## src/rtl/fp_composer.sv

```systemverilog
// -----------------------------------------------------------------------------
// fp_composer
//   Packs an unpacked floating-point result into an IEEE-754 binary64 word.
//   The input is a sign, an unbiased exponent and an extended mantissa, plus
//   flags that mark NaN, infinity and zero. The value of the mantissa is
//   in_mant * 2^(in_exp - 55).
//   The block normalizes the mantissa over several cycles, rounds it to
//   nearest-even, saturates to infinity on overflow and produces subnormal
//   results. It also raises the IEEE status flags. Only one operation is in
//   flight at a time.
//
// Ports
//   clk, rst      clock; synchronous active-high reset
//   in_valid      operand valid            in_ready   high only while IDLE
//   in_sign       sign                     in_exp     13-bit signed exponent
//   in_mant       [56]=carry, [55]=leading one, [2:0]=guard/round/sticky
//   in_is_nan/inf/zero   special-value flags (priority nan > inf > zero)
//   out_valid     result valid             out_ready  consumer accepts
//   fp_out        packed binary64 result
//   overflow, underflow, inexact           status flags
//
// The exponent is held internally with one extra bit. A carry-out
// normalization at the top of the 13-bit range therefore cannot wrap, and it
// still reaches the overflow check.
// -----------------------------------------------------------------------------
module fp_composer #(
    parameter int SHIFT_STEP = 4
) (
    input  logic        clk,
    input  logic        rst,
    input  logic        in_valid,
    output logic        in_ready,
    input  logic        in_sign,
    input  logic [12:0] in_exp,
    input  logic [56:0] in_mant,
    input  logic        in_is_nan,
    input  logic        in_is_inf,
    input  logic        in_is_zero,
    output logic        out_valid,
    input  logic        out_ready,
    output logic [63:0] fp_out,
    output logic        overflow,
    output logic        underflow,
    output logic        inexact
);

    typedef enum logic [1:0] {
        S_IDLE  = 2'd0,
        S_NORM  = 2'd1,
        S_ROUND = 2'd2,
        S_DONE  = 2'd3
    } state_t;

    localparam logic signed [13:0] EXP_MIN      = -14'sd1022;
    localparam logic signed [13:0] EXP_COLLAPSE = -14'sd1079;
    localparam logic signed [13:0] STEP_E       = 14'(SHIFT_STEP);

    state_t             state_q, state_d;
    logic               sign_q, sign_d;
    logic signed [13:0] exp_q, exp_d;
    logic [56:0]        mant_q, mant_d;
    logic [63:0]        fp_q, fp_d;
    logic               ovf_q, ovf_d;
    logic               unf_q, unf_d;
    logic               inx_q, inx_d;

    // Wide left-shift qualification
    logic signed [13:0] step_exp_s;
    logic               lshift_big_s;

    assign step_exp_s   = exp_q - STEP_E;
    assign lshift_big_s = (mant_q[55 -: SHIFT_STEP] == {SHIFT_STEP{1'b0}}) &&
                          (step_exp_s >= EXP_MIN);

    // Round-to-nearest-even datapath, used in ROUND
    logic               rnd_inc_s;
    logic [53:0]        rnd_sum_s;
    logic [52:0]        rnd_sig_s;
    logic signed [13:0] rnd_exp_s;
    logic signed [13:0] rnd_biased_s;
    logic               rnd_inx_s;
    logic               rnd_ovf_s;

    assign rnd_inc_s    = mant_q[2] & (mant_q[1] | mant_q[0] | mant_q[3]);
    assign rnd_sum_s    = {1'b0, mant_q[55:3]} + {53'd0, rnd_inc_s};
    assign rnd_sig_s    = rnd_sum_s[53] ? rnd_sum_s[53:1] : rnd_sum_s[52:0];
    assign rnd_exp_s    = rnd_sum_s[53] ? (exp_q + 14'sd1) : exp_q;
    // A subnormal that rounds up into bit 52 has exp == -1022, so its biased
    // exponent becomes 1.
    assign rnd_biased_s = rnd_sig_s[52] ? (rnd_exp_s + 14'sd1023) : 14'sd0;
    assign rnd_inx_s    = |mant_q[2:0];
    assign rnd_ovf_s    = (rnd_biased_s >= 14'sd2047);

    // State and datapath registers with synchronous reset
    always_ff @(posedge clk) begin
        if (rst) begin
            state_q <= S_IDLE;
            sign_q  <= 1'b0;
            exp_q   <= 14'sd0;
            mant_q  <= 57'd0;
            fp_q    <= 64'd0;
            ovf_q   <= 1'b0;
            unf_q   <= 1'b0;
            inx_q   <= 1'b0;
        end else begin
            state_q <= state_d;
            sign_q  <= sign_d;
            exp_q   <= exp_d;
            mant_q  <= mant_d;
            fp_q    <= fp_d;
            ovf_q   <= ovf_d;
            unf_q   <= unf_d;
            inx_q   <= inx_d;
        end
    end

    // Next-state and datapath update
    always_comb begin
        state_d = state_q;
        sign_d  = sign_q;
        exp_d   = exp_q;
        mant_d  = mant_q;
        fp_d    = fp_q;
        ovf_d   = ovf_q;
        unf_d   = unf_q;
        inx_d   = inx_q;
        case (state_q)
            S_IDLE: begin
                if (in_valid) begin
                    sign_d = in_sign;
                    exp_d  = {in_exp[12], in_exp};
                    mant_d = in_mant;
                    ovf_d  = 1'b0;
                    unf_d  = 1'b0;
                    inx_d  = 1'b0;
                    if (in_is_nan) begin
                        fp_d    = 64'h7FF8_0000_0000_0000;
                        state_d = S_DONE;
                    end else if (in_is_inf) begin
                        fp_d    = {in_sign, 11'h7FF, 52'd0};
                        state_d = S_DONE;
                    end else if (in_is_zero) begin
                        fp_d    = {in_sign, 63'd0};
                        state_d = S_DONE;
                    end else begin
                        state_d = S_NORM;
                    end
                end else begin
                    state_d = S_IDLE;
                end
            end
            S_NORM: begin
                if (mant_q == 57'd0) begin
                    fp_d    = {sign_q, 63'd0};
                    state_d = S_DONE;
                end else if (exp_q < EXP_COLLAPSE) begin
                    // Everything would be shifted into sticky anyway
                    mant_d = {56'd0, |mant_q};
                    exp_d  = EXP_MIN;
                end else if (mant_q[56] || (exp_q < EXP_MIN)) begin
                    // Right shift; bits falling off fold into sticky
                    mant_d = {1'b0, mant_q[56:2], mant_q[1] | mant_q[0]};
                    exp_d  = exp_q + 14'sd1;
                end else if (mant_q[55] || (exp_q == EXP_MIN)) begin
                    state_d = S_ROUND;
                end else if (lshift_big_s) begin
                    mant_d = mant_q << SHIFT_STEP;
                    exp_d  = step_exp_s;
                end else begin
                    mant_d = {mant_q[55:0], 1'b0};
                    exp_d  = exp_q - 14'sd1;
                end
            end
            S_ROUND: begin
                if (rnd_ovf_s) begin
                    fp_d  = {sign_q, 11'h7FF, 52'd0};
                    ovf_d = 1'b1;
                    inx_d = 1'b1;
                    unf_d = 1'b0;
                end else begin
                    fp_d  = {sign_q, rnd_biased_s[10:0], rnd_sig_s[51:0]};
                    ovf_d = 1'b0;
                    inx_d = rnd_inx_s;
                    unf_d = rnd_inx_s & ~mant_q[55];
                end
                state_d = S_DONE;
            end
            S_DONE: begin
                if (out_ready) begin
                    state_d = S_IDLE;
                end else begin
                    state_d = S_DONE;
                end
            end
            default: begin
                state_d = S_IDLE;
            end
        endcase
    end

    // Output decode from registered state
    always_comb begin
        in_ready  = (state_q == S_IDLE);
        out_valid = (state_q == S_DONE);
        fp_out    = fp_q;
        overflow  = ovf_q;
        underflow = unf_q;
        inexact   = inx_q;
    end

endmodule

```

## config.mk

```make
export PLATFORM = sky130hd
export DESIGN_NAME = fp_composer
export DESIGN_NICKNAME = d
export VERILOG_FILES = /design/src/rtl/fp_composer.sv
export SDC_FILE = /design/constraint.sdc
export NUM_CORES = 1
export LEC_CHECK = 0
export CORE_ASPECT_RATIO = 0.6
export CORE_MARGIN = 10
export CORE_UTILIZATION = 60
export DETAILED_ROUTE_END_ITERATION = 10
export PLACE_DENSITY_LB_ADDON = 0.2
export SETUP_SLACK_MARGIN = 0.02
export SKIP_CTS_REPAIR_TIMING = 1
export SYNTH_ARGS = -nofsm -noshare
export SYNTH_HDL_FRONTEND = slang
export SYNTH_SLANG_ARGS = --single-unit
export TNS_END_PERCENT = 1
```

## constraint.sdc

```tcl
create_clock -name clk -period 7.1 [get_ports clk]
set_clock_uncertainty 0.2 [all_clocks]
set_input_delay 1.775 -clock clk [delete_from_list [all_inputs] [get_ports clk]]
set_output_delay 1.775 -clock clk [all_outputs]
set_load 0.02 [all_outputs]
```

# --- Yosys cells after proc, flatten, opt, wreduce, memory -nomap -nowiden ---
# Cells that the tools add are included.
op_classes:
  n_reduce_logical: 16
  bitwise: 5
  n_eq_ne: 12
  addsub: 5
  muxes: 41
  order_cmp: 4
op_table:
  columns: ["op", "n"]
  rows:
  - ["2-to-1 mux 57 bit", 6]
  - ["2-to-1 mux 64 bit", 5]
  - ["case mux 64 bit (3 select lines)", 1]
  - ["case mux 57 bit (2 select lines)", 1]
  - ["2-to-1 mux 14 bit", 8]
  - ["2-to-1 mux 63 bit", 1]
  - ["zero test 57 bit", 1]
  - ["OR reduction 57 bit", 1]
  - ["adder 53 x 1 -> 54 bit", 1]
  - ["2-to-1 mux 53 bit", 1]
  - ["case mux 14 bit (2 select lines)", 1]
  - ["2-to-1 mux 2 bit", 9]
  - ["adder 14 x 11 -> 14 bit (second input constant)", 1]
  - ["adder 14 x 2 -> 14 bit (second input constant)", 1]
  - ["== test 14 x 11 -> 1 bit (second input constant)", 1]
  - [">= comparator 14 x 11 -> 1 bit (second input constant)", 1]
  - [">= comparator 14 x 12 -> 1 bit (second input constant)", 1]
  - ["< comparator 14 x 11 -> 1 bit (second input constant)", 1]
  - ["< comparator 14 x 12 -> 1 bit (second input constant)", 1]
  - ["subtractor 14 x 2 -> 14 bit (second input constant)", 1]
  - ["subtractor 14 x 4 -> 14 bit (second input constant)", 1]
  - ["inequality test 3 bit (second input constant)", 3]
  - ["case mux 2 bit (4 select lines)", 1]
  - ["AND reduction 4 bit", 2]
  - ["other kinds (19)", 32]
totals:
  output_inout_bits: 69
  regBits: 141
  word_cells: 91
  input_bits: 78

# --- Longest topological paths before layout ---
# Gate-level depths: netlist of run 1.
depth:
  word_depth: 10
  mapped_depth: 19

# --- Worst setup path after synthesis of run 1 ---
# No wires, ideal clock.
synth_timing:
  path_type: "reg-to-reg"
  from: "register mant_q[50]"
  to: "register fp_q[15], in the netlist fp_out[15]"
  setup_time_ps: 135
  stages_incl_launch_ff: 20
  t_required_ps: 6765
  n_path_buf: 5
  t_arrival_ps: 4078
  setup_slack_ps: 2687
  cell_sequence: "dfxtp_1 buf_2 and4_1 and4_1 nand4_4 nor2_1 clkbuf_1 clkbuf_1 mux2i_1 ha_1 nand2_1 nor4_2 o22ai_2 o21ai_0 nand2_1 or4_1 o22ai_2 buf_6 buf_6 o31ai_2"
synth_via:
  elab_chain_cells: 7
  elab_cells_between_ends: 11
  cone_classes: "add/sub (2); order compare (1); eq/ne (1); mux (5); reduce/logical (2)"
synth_rtl:
  columns: ["item", "line", "rtl"]
  rows:
  - ["start: declaration", "61", "logic [56:0] mant_q, mant_d;"]
  - ["start signal: assignment", "109", "mant_q <= mant_d;"]
  - ["adder 53 x 1 -> 54 bit", "85", "assign rnd_sum_s = {1'b0, mant_q[55:3]} + {53'd0, rnd_inc_s};"]
  - ["2-to-1 mux 14 bit", "87", "assign rnd_exp_s = rnd_sum_s[53] ? (exp_q + 14'sd1) : exp_q;"]
  - ["adder 14 x 11 -> 14 bit", "90", "assign rnd_biased_s = rnd_sig_s[52] ? (rnd_exp_s + 14'sd1023) : 14'sd0;"]
  - ["2-to-1 mux 14 bit", "90", null]
  - [">= comparator 14 x 12 -> 1 bit", "92", "assign rnd_ovf_s = (rnd_biased_s >= 14'sd2047);"]
  - ["2-to-1 mux 63 bit", "175", "if (rnd_ovf_s) begin"]
  - ["case mux 64 bit (3 select lines)", "127", "case (state_q)"]
  - ["end signal: assignment", "110", "fp_q <= fp_d;"]
  - ["end: declaration", "62", "logic [63:0] fp_q, fp_d;"]
# Several ways; a longest one is shown, not always the timed one.
# A chain may end at the register's enable or synchronous reset.

# --- Worst setup path in the final report of run 1 ---
layout_timing:
  from: "register mant_q[5]"
  to: "register fp_q[3], in the netlist fp_out[3]"
# The elaborated chain is that of the path after synthesis.

==> impl_summary.log, run 1 <==
[metrics] result of the run: complete, but fails checks
[metrics] violated checks: DRC
[metrics] total routing resource utilization after global routing: 0.324
[metrics] min cycle time layout: 5.69 ns
[metrics] Yosys warning count: 0
[metrics] combined area of all synthesized cells: 10500 um2
[metrics] DRC: 1
[metrics] arrival time at the worst endpoint: 5.78 ns
[metrics] WP data required: 7.19 ns
[metrics] sort of element at the end of the critical path: flip-flop
[metrics] share of cells above drive strength 1: 0.0913
[metrics] proportion of netlist area held by the largest area contributor: 0.269
[metrics] total area of multi-input combinational cells: 6860 um2
[metrics] highest net fanout along the worst path: 29
[metrics] type of the worst setup path: flip-flop to flip-flop
[metrics] Skew-Pair Late Insertion Delay: 0.44 ns
[metrics] cells after synthesis: 1460
[metrics] cell at the root of the clock tree: sky130_fd_sc_hd__clkbuf_16
[metrics] pin slew with the least headroom to its limit: 1.17 ns
[metrics] final RePlAce weighted congestion: 1.05
[metrics] Seq/Total Area, Yosys: 0.269
[metrics] global-route wire length before repair: 60.3 mm
[metrics] mean routed wirelength per cell: 23.0 um
[metrics] total detailed-routing wirelength: 39.6 mm
[metrics] setup repair after global routing missed its margin: no
[metrics] number of I/O pins: 147
[metrics] Antenna Nets Post-Route: 0
[metrics] overall die height: 122 um
[metrics] area delta synth->final: 17.0%
[metrics] cell count after placement: 1691
[metrics] static leakage: 4.24 nW
[metrics] Rows: 37
[metrics] area of the die: 23300 um2
[metrics] most used standard cell by instance count after synthesis: sky130_fd_sc_hd__nand2_1
[metrics] maximum level of the CTS H-tree: 4
[metrics] peak supply drop: 0.000428 V
[metrics] Reg area: 2820 um2
[metrics] post-DP HPWL: 28.3 mm
[metrics] core footprint: 17100 um2
[metrics] startpoint kind of the worst setup timing path: flip-flop
[metrics] first-pass iteration count of the detailed router: 11
[metrics] via count of the first global-routing pass: 10125
[metrics] number of fill cells in the layout: 1379
[metrics] Setup TNS Final: 0 ns
[metrics] Vias per Instance: 6.89
[metrics] count of different cell masters after synthesis: 80
[metrics] clk sinks: 141
[metrics] clock-pin slew of the registers on the worst-case setup and hold paths: 0.08 ns
[metrics] share of flip-flops with an asynchronous set or reset: 0
[metrics] total of flip-flops plus latches after synthesis: 141
[metrics] largest net degree at the start of global routing: 118
[metrics] final-report hold violation count: 0
[metrics] starting density of the core: 0.612
[metrics] most frequent cells after synthesis: sky130_fd_sc_hd__nand2_1 (242), sky130_fd_sc_hd__nor2_1 (176), sky130_fd_sc_hd__dfxtp_1 (141)
[metrics] TritonCTS clock tree: done
[metrics] width of the chip: 191 um
[metrics] most used flip-flop cell after synthesis: sky130_fd_sc_hd__dfxtp_1
[metrics] number of design-rule violations left by the first detailed-router iteration: 2176
[metrics] leading area contributor after synthesis: sky130_fd_sc_hd__dfxtp_1
[metrics] initial antenna violation count: 0
[metrics] main area contributors after synthesis: sky130_fd_sc_hd__dfxtp_1 (27%), sky130_fd_sc_hd__nand2_1 (8.7%), sky130_fd_sc_hd__nor2_1 (6.3%)
[metrics] CTS buffer count: 17
[metrics] final net count: 1569
[metrics] largest buffer count on any clock path: 2
[metrics] total power divided by cell area: 530 nW/um2
[metrics] Setup Viol. Count Final: 0
[metrics] Avg Cell Area, Syn: 7.19 um2
[metrics] share of the cycle needed by the critical path after routing: 0.802
[metrics] number of standard cells in the final layout excluding fillers: 1723
[metrics] sum of overflow across all layers after global routing: 0
[metrics] I/O Buffers: 146
[metrics] type of the tightest min-delay check: flip-flop to flip-flop
[metrics] diodes inserted: 0
[metrics] Max transition margin: 0.214
[metrics] overall power of the completed layout: 0.00651 W
[metrics] final count of pins violating max slew: 0
[metrics] maximum capacitance violations: 0
[metrics] count of vias placed by the detailed router: 11875
[metrics] EDFF count, synth: 0
[metrics] Synthesized Nets: 1553
[metrics] max frequency: 0.176 GHz
## cell usage in the layout (no fill, tap or decap), types with 6 or more instances in the layout
cell type                         netlist  routed
sky130_fd_sc_hd__buf_4                 10      18
sky130_fd_sc_hd__nor3_1                71      71
sky130_fd_sc_hd__a21oi_1               49      48
sky130_fd_sc_hd__a221oi_1              53      53
sky130_fd_sc_hd__or2_2                  6       6
sky130_fd_sc_hd__or3_1                  8       8
sky130_fd_sc_hd__a22oi_1               11      11
sky130_fd_sc_hd__o21ai_0               53      53
sky130_fd_sc_hd__mux2i_1                8       8
sky130_fd_sc_hd__nor4_1                23      23
sky130_fd_sc_hd__inv_1                 26      26
sky130_fd_sc_hd__or4_1                  9       9
sky130_fd_sc_hd__o211ai_1               7       7
sky130_fd_sc_hd__ha_1                  15      15
sky130_fd_sc_hd__nand4_1               22      22
sky130_fd_sc_hd__nor2b_1                8       7
sky130_fd_sc_hd__clkbuf_16              0      17
sky130_fd_sc_hd__dfxtp_1              141     141
sky130_fd_sc_hd__xor2_1                27      27
sky130_fd_sc_hd__o31ai_2               38      38
sky130_fd_sc_hd__nand3_1               40      40
sky130_fd_sc_hd__a31oi_1               54      54
sky130_fd_sc_hd__xnor2_1               44      44
sky130_fd_sc_hd__a211oi_1              19      19
sky130_fd_sc_hd__clkdlybuf4s50_1        0     145
sky130_fd_sc_hd__and4_1                11      11
sky130_fd_sc_hd__nand2_1              242     242
sky130_fd_sc_hd__a31o_2                11      11
sky130_fd_sc_hd__o31ai_1               16      16
sky130_fd_sc_hd__nor2_1               176     176
sky130_fd_sc_hd__and3_1                20      20
## area by class of cell
| cell class | instances | area share |
|---|---|---|
| Tap cell | 234 | 0.0238 |
| Timing Repair Buffer | 164 | 0.130 |
| Multi-Input combinational cell | 1124 | 0.559 |
| Sequential cell | 141 | 0.230 |
| Inverter | 28 | 0.00856 |
| Clock inverter | 15 | 0.0146 |
| Clock buffer | 17 | 0.0346 |
## worst paths after layout
check | startpoint | to | depth (start not counted) | slack [ns]
min | fp_out[9] | fp_out[9] | 2 | 0.26
min reg2reg | fp_out[9] | fp_out[9] | 2 | 0.26
max reg2reg | mant_q[5] | fp_out[3] | 16 | 1.41
max | mant_q[5] | fp_out[3] | 16 | 1.41
## registers in the layout (all words and copies together) (netlist names)
name / flops
fp_out: 64
mant_q: 57
exp_q: 14
state_q: 2
inexact: 1
overflow: 1
sign_q: 1
underflow: 1
## stage by stage
step | instance area, um2 | worst slack, ns | hold slack [ns] | utilization
global placement | 11700 | 1.76 | 0.235 | 0.682
CTS | 12300 | 1.51 | 0.264 | 0.717
floorplan | 10500 | 2.69 | 0.237 | -
finish | 12300 | 1.41 | 0.260 | 0.717
global route | 12300 | 1.10 | 0.285 | 0.717
detailed placement | 11700 | 1.56 | 0.246 | 0.682
## worst max-delay path, cell delays in order (launching register included)
cell                      delay, ns
sky130_fd_sc_hd__dfxtp_1       0.64
sky130_fd_sc_hd__nand4_4       0.20
sky130_fd_sc_hd__nor3_4        0.44
sky130_fd_sc_hd__nand3_4       0.21
sky130_fd_sc_hd__nor2_1        0.37
sky130_fd_sc_hd__buf_4         0.30
sky130_fd_sc_hd__xnor2_1       0.15
sky130_fd_sc_hd__ha_1          0.26
sky130_fd_sc_hd__nand2_1       0.09
sky130_fd_sc_hd__nor4_2        0.33
sky130_fd_sc_hd__o22ai_2       0.18
sky130_fd_sc_hd__o21ai_0       0.24
sky130_fd_sc_hd__nand2_1       0.09
sky130_fd_sc_hd__or4_1         0.57
sky130_fd_sc_hd__o22ai_4       0.64
sky130_fd_sc_hd__buf_4         0.48
sky130_fd_sc_hd__o31ai_1       0.13
## per-layer routing
layer	vias to the layer above	wire (um)	track usage	part of all wire
met5	-	0	0	0
met4	0	519	0.0558	0.013
met3	72	7020	0.135	0.18
met2	1006	14800	0.404	0.37
met1	5507	17400	0.494	0.44
li1	5290	-	-	-
## logic make-up after synthesis
kind of cell             after synthesis  synth area share
buffers and inverters                195            0.0815
XOR/XNOR                              71            0.0593
AND/OR/NAND/NOR                      667             0.304
flip-flops                           141             0.269
AO/OA/AOI/OAI                        361             0.259
multiplexers                          10           0.00978
adder cells (fa/ha/maj)               15            0.0179
## power breakdown
part | internal [W] | switching [W] | total [W]
clock | 0.000476 | 0.000458 | 0.000933
combinational | 0.00130 | 0.00263 | 0.00393
sequential | 0.00104 | 0.000599 | 0.00164
total | 0.00282 | 0.00369 | 0.00651
Power figures use the tool's default switching activity.
==> run 2, diff against run 1 <==
--- a/config.mk
+++ b/config.mk
@@ -7,7 +7,7 @@
 export LEC_CHECK = 0
 export CORE_ASPECT_RATIO = 0.6
 export CORE_MARGIN = 10
-export CORE_UTILIZATION = 60
+export CORE_UTILIZATION = 56
 export DETAILED_ROUTE_END_ITERATION = 10
 export PLACE_DENSITY_LB_ADDON = 0.2
 export SETUP_SLACK_MARGIN = 0.02
==> constraint.sdc (replaced) <==
create_clock -name clk -period 5.3 [get_ports clk]
set_clock_uncertainty 0.2 [all_clocks]
set_input_delay 1.325 -clock clk [delete_from_list [all_inputs] [get_ports clk]]
set_output_delay 1.325 -clock clk [all_outputs]
set_load 0.02 [all_outputs]
==> run 2 against run 1 <==
The flow now finishes without violations. Non-clock buffer count rose by 23. Worst setup slack got worse by 0.99 ns. Critical path depth did not move. Largest cell class unchanged. Highest routed layer unchanged.
==> impl_summary.log, run 2 (synthesis gave the netlist of run 1 again) <==
[metrics] Vias per Instance: 6.69 (was 6.89)
[metrics] sort of element at the end of the critical path: flip-flop (unchanged)
[metrics] I/O Buffers: 146 (unchanged)
[metrics] total power divided by cell area: 711 nW/um2 (was 530 nW/um2)
[metrics] crit-path leading delay family: simple AND/OR/NAND/NOR gates (unchanged)
[metrics] Min-Delay Endpoint: fp_out[2] (was fp_out[9])
[metrics] internal reg-to-reg setup slack: 0.42 ns (was 1.41 ns)
[metrics] mean routed wirelength per cell: 23.4 um (was 23.0 um)
[metrics] result of the run: completed (was complete, but fails checks)
[metrics] final RePlAce weighted congestion: 0.987 (was 1.05)
[metrics] Skew-Pair Late Insertion Delay: 0.44 ns (about the same)
[metrics] FF-to-FF path depth: 16 (unchanged)
[metrics] end of the worst register-to-register path: fp_out[31] (was fp_out[3])
[metrics] clk sinks: 141 (unchanged)
[metrics] maximum level of the CTS H-tree: 4 (unchanged)
[metrics] leading cell types in the layout, fill and taps excluded: sky130_fd_sc_hd__nand2_1 (242), sky130_fd_sc_hd__nor2_1 (176), sky130_fd_sc_hd__clkdlybuf4s50_1 (145) (unchanged)
[metrics] highest net fanout along the worst path: 66 (was 29)
[metrics] DRC: 0 (was 1)
[metrics] critical path, cell by cell: nand4_4 > nor3_4 > nand3_4 > nor2_1 > buf_4 > xnor2_1 > ha_1 > nand2_1 > nor4_4 > o22ai_2 > o21ai_0 > nand2_1 > or4_1 > o22ai_4 > buf_12 > o21ai_0 (was nand4_4 > nor3_4 > nand3_4 > nor2_1 > buf_4 > xnor2_1 > ha_1 > nand2_1 > nor4_2 > o22ai_2 > o21ai_0 > nand2_1 > or4_1 > o22ai_4 > buf_4 > o31ai_1)
[metrics] post-DP HPWL: 30.0 mm (was 28.3 mm)
[metrics] min cycle time layout: 4.88 ns (was 5.69 ns)
[metrics] clock-pin slew of the registers on the worst-case setup and hold paths: 0.07 ns (was 0.08 ns)
[metrics] initial antenna violation count: 0 (unchanged)
[metrics] buffers and inverters on the worst path: 2 (unchanged)
[metrics] via count of the first global-routing pass: 10192 (was 10125)
[metrics] Antenna Nets Post-Route: 0 (unchanged)
[metrics] final net count: 1592 (was 1569)
[metrics] WP data required: 5.40 ns (was 7.19 ns)
[metrics] origin of the critical flop-to-flop path: mant_q[6] (was mant_q[5])
[metrics] arrival time at the worst endpoint: 4.98 ns (was 5.78 ns)
[metrics] area delta synth->final: 18.9% (was 17.0%)
[metrics] pre-CTS setup slack: 0.435 ns (was 1.56 ns)
[metrics] Rows: 38 (was 37)
[metrics] Setup Viol. Count Final: 0 (unchanged)
[metrics] largest net degree at the start of global routing: 118 (unchanged)
[metrics] diodes inserted: 0 (unchanged)
[metrics] static leakage: 4.38 nW (was 4.24 nW)
[metrics] depth of the worst hold-timing path: 2 (unchanged)
[metrics] type of the tightest min-delay check: flip-flop to flip-flop (unchanged)
[metrics] total routing resource utilization after global routing: 0.311 (was 0.324)
[metrics] final core utilization: 0.685 (was 0.717)
[metrics] max frequency: 0.205 GHz (was 0.176 GHz)
[metrics] number of I/O pins: 147 (unchanged)
[metrics] total detailed-routing wirelength: 40.9 mm (was 39.6 mm)
[metrics] startpoint kind of the worst setup timing path: flip-flop (unchanged)
[metrics] final count of pins violating max slew: 0 (unchanged)
[metrics] CTS buffer count: 17 (unchanged)
[metrics] setup repair after global routing missed its margin: no (unchanged)
[metrics] Setup TNS Final: 0 ns (unchanged)
[metrics] number of standard cells in the final layout excluding fillers: 1752 (was 1723)
[metrics] peak supply drop: 0.000469 V (was 0.000428 V)
[metrics] first-pass iteration count of the detailed router: 5 (was 11)
[metrics] stage delay of the slowest cell on the critical path: 0.56 ns (was 0.64 ns)
[metrics] maximum capacitance violations: 0 (unchanged)
[metrics] most frequent standard cell in the layout excluding fill and tap cells: sky130_fd_sc_hd__nand2_1 (unchanged)
[metrics] type of the worst setup path: flip-flop to flip-flop (unchanged)
[metrics] Max transition margin: 0.231 (was 0.214)
[metrics] overall power of the completed layout: 0.00887 W (was 0.00651 W)
[metrics] critical path's slowest cell: sky130_fd_sc_hd__dfxtp_1 (unchanged)
[metrics] number of design-rule violations left by the first detailed-router iteration: 1879 (was 2176)
[metrics] sum of overflow across all layers after global routing: 0 (unchanged)
[metrics] cell count after placement: 1720 (was 1691)
[metrics] count of vias placed by the detailed router: 11716 (was 11875)
[metrics] largest buffer count on any clock path: 2 (unchanged)
[metrics] Largest register FFs: 64 (unchanged)
[metrics] worst min-delay path startpoint: fp_out[2] (was fp_out[9])
[metrics] worst setup margin: 0.416 ns (was 1.41 ns)
[metrics] share of cells above drive strength 1: 0.106 (was 0.0913)
[metrics] pin slew with the least headroom to its limit: 1.15 ns (was 1.17 ns)
[metrics] area of the die: 24800 um2 (was 23300 um2)
[metrics] overall die height: 126 um (was 122 um)
[metrics] width of the chip: 197 um (was 191 um)
[metrics] share of the cycle needed by the critical path after routing: 0.922 (was 0.802)
[metrics] global-route wire length before repair: 61.8 mm (was 60.3 mm)
[metrics] starting density of the core: 0.576 (was 0.612)
[metrics] final-report hold violation count: 0 (unchanged)
[metrics] core footprint: 18200 um2 (was 17100 um2)
[metrics] number of fill cells in the layout: 1530 (was 1379)
[metrics] TritonCTS clock tree: done (unchanged)
[metrics] cell at the root of the clock tree: sky130_fd_sc_hd__clkbuf_16 (unchanged)
run 2: cell types whose count changed in the layout (fill, tap and decap cells not counted), moves of 2 or more:
cell,previous run,this run
sky130_fd_sc_hd__clkbuf_8,0,2
sky130_fd_sc_hd__inv_8,5,1
sky130_fd_sc_hd__clkinv_8,5,0
sky130_fd_sc_hd__buf_12,0,2
sky130_fd_sc_hd__clkinv_2,0,2
sky130_fd_sc_hd__inv_6,0,4
sky130_fd_sc_hd__buf_4,18,39
run 2: cell type report:
| class | count | area (um2) | area share |
|---|---|---|---|
| multi-input cells | 1124 | 6870 | 0.551 |
| flip-flops and latches | 141 | 2820 | 0.226 |
| repair buffers | 187 | 1790 | 0.143 |
| clock buffers | 19 | 453 | 0.0363 |
| well taps | 240 | 300 | 0.0241 |
| clock inverters | 13 | 129 | 0.0103 |
| inverters | 28 | 105 | 0.00843 |
run 2: worst max-delay path by stage:
stage / from / endpoint / slack, ns / depth (start not counted)
6_report: mant_q[6] / fp_out[31] / 0.42 / 16
3_3_place_gp: mant_q[5] / fp_out[11] / 0.63 / 16
3_5_place_dp: mant_q[5] / fp_out[41] / 0.44 / 16
2_1_floorplan: mant_q[50] / fp_out[15] / 0.89 / 19
4_1_cts: mant_q[5] / fp_out[41] / 0.38 / 16
5_1_grt: mant_q[6] / fp_out[41] / 0.12 / 16
run 2: power by group:
group	internal [W]	total, W	switching [W]
registers	0.00140	0.00212	0.000719
clock network	0.000681	0.00121	0.000528
logic	0.00186	0.00554	0.00368
total	0.00394	0.00887	0.00493
run 2: worst register-to-register path, stage by stage, from the launching register on:
cell and delay, ns:
sky130_fd_sc_hd__dfxtp_1 0.56, sky130_fd_sc_hd__nand4_4 0.21, sky130_fd_sc_hd__nor3_4 0.41, sky130_fd_sc_hd__nand3_4 0.23, sky130_fd_sc_hd__nor2_1 0.23, sky130_fd_sc_hd__buf_4 0.29
sky130_fd_sc_hd__xnor2_1 0.15, sky130_fd_sc_hd__ha_1 0.27, sky130_fd_sc_hd__nand2_1 0.12, sky130_fd_sc_hd__nor4_4 0.27, sky130_fd_sc_hd__o22ai_2 0.16, sky130_fd_sc_hd__o21ai_0 0.29
sky130_fd_sc_hd__nand2_1 0.07, sky130_fd_sc_hd__or4_1 0.56, sky130_fd_sc_hd__o22ai_4 0.18, sky130_fd_sc_hd__buf_12 0.34, sky130_fd_sc_hd__o21ai_0 0.22
run 2: layer usage:
layer,share of wire,GRT usage,up-vias
met5,0,0,-
met4,0.011,0.0510,0
met3,0.18,0.147,49
met2,0.36,0.379,873
met1,0.45,0.474,5474
li1,-,-,5320
run 2: per-stage QoR:
stage | hold slack, ns | area (um2)
floorplan | 0.237 | 10500
global placement | 0.237 | 11900
detailed placement | 0.243 | 11900
CTS | 0.267 | 12500
global route | 0.282 | 12500
finish | 0.262 | 12500
==> run 3, diff against run 2 <==
--- a/config.mk
+++ b/config.mk
@@ -8,6 +8,7 @@
 export CORE_ASPECT_RATIO = 0.6
 export CORE_MARGIN = 10
 export CORE_UTILIZATION = 56
+export CTS_CLUSTER_DIAMETER = 100
 export DETAILED_ROUTE_END_ITERATION = 10
 export PLACE_DENSITY_LB_ADDON = 0.2
 export SETUP_SLACK_MARGIN = 0.02
==> results of run 3 <==
No change in the layout: final DEF, timing and power equal those of run 2.
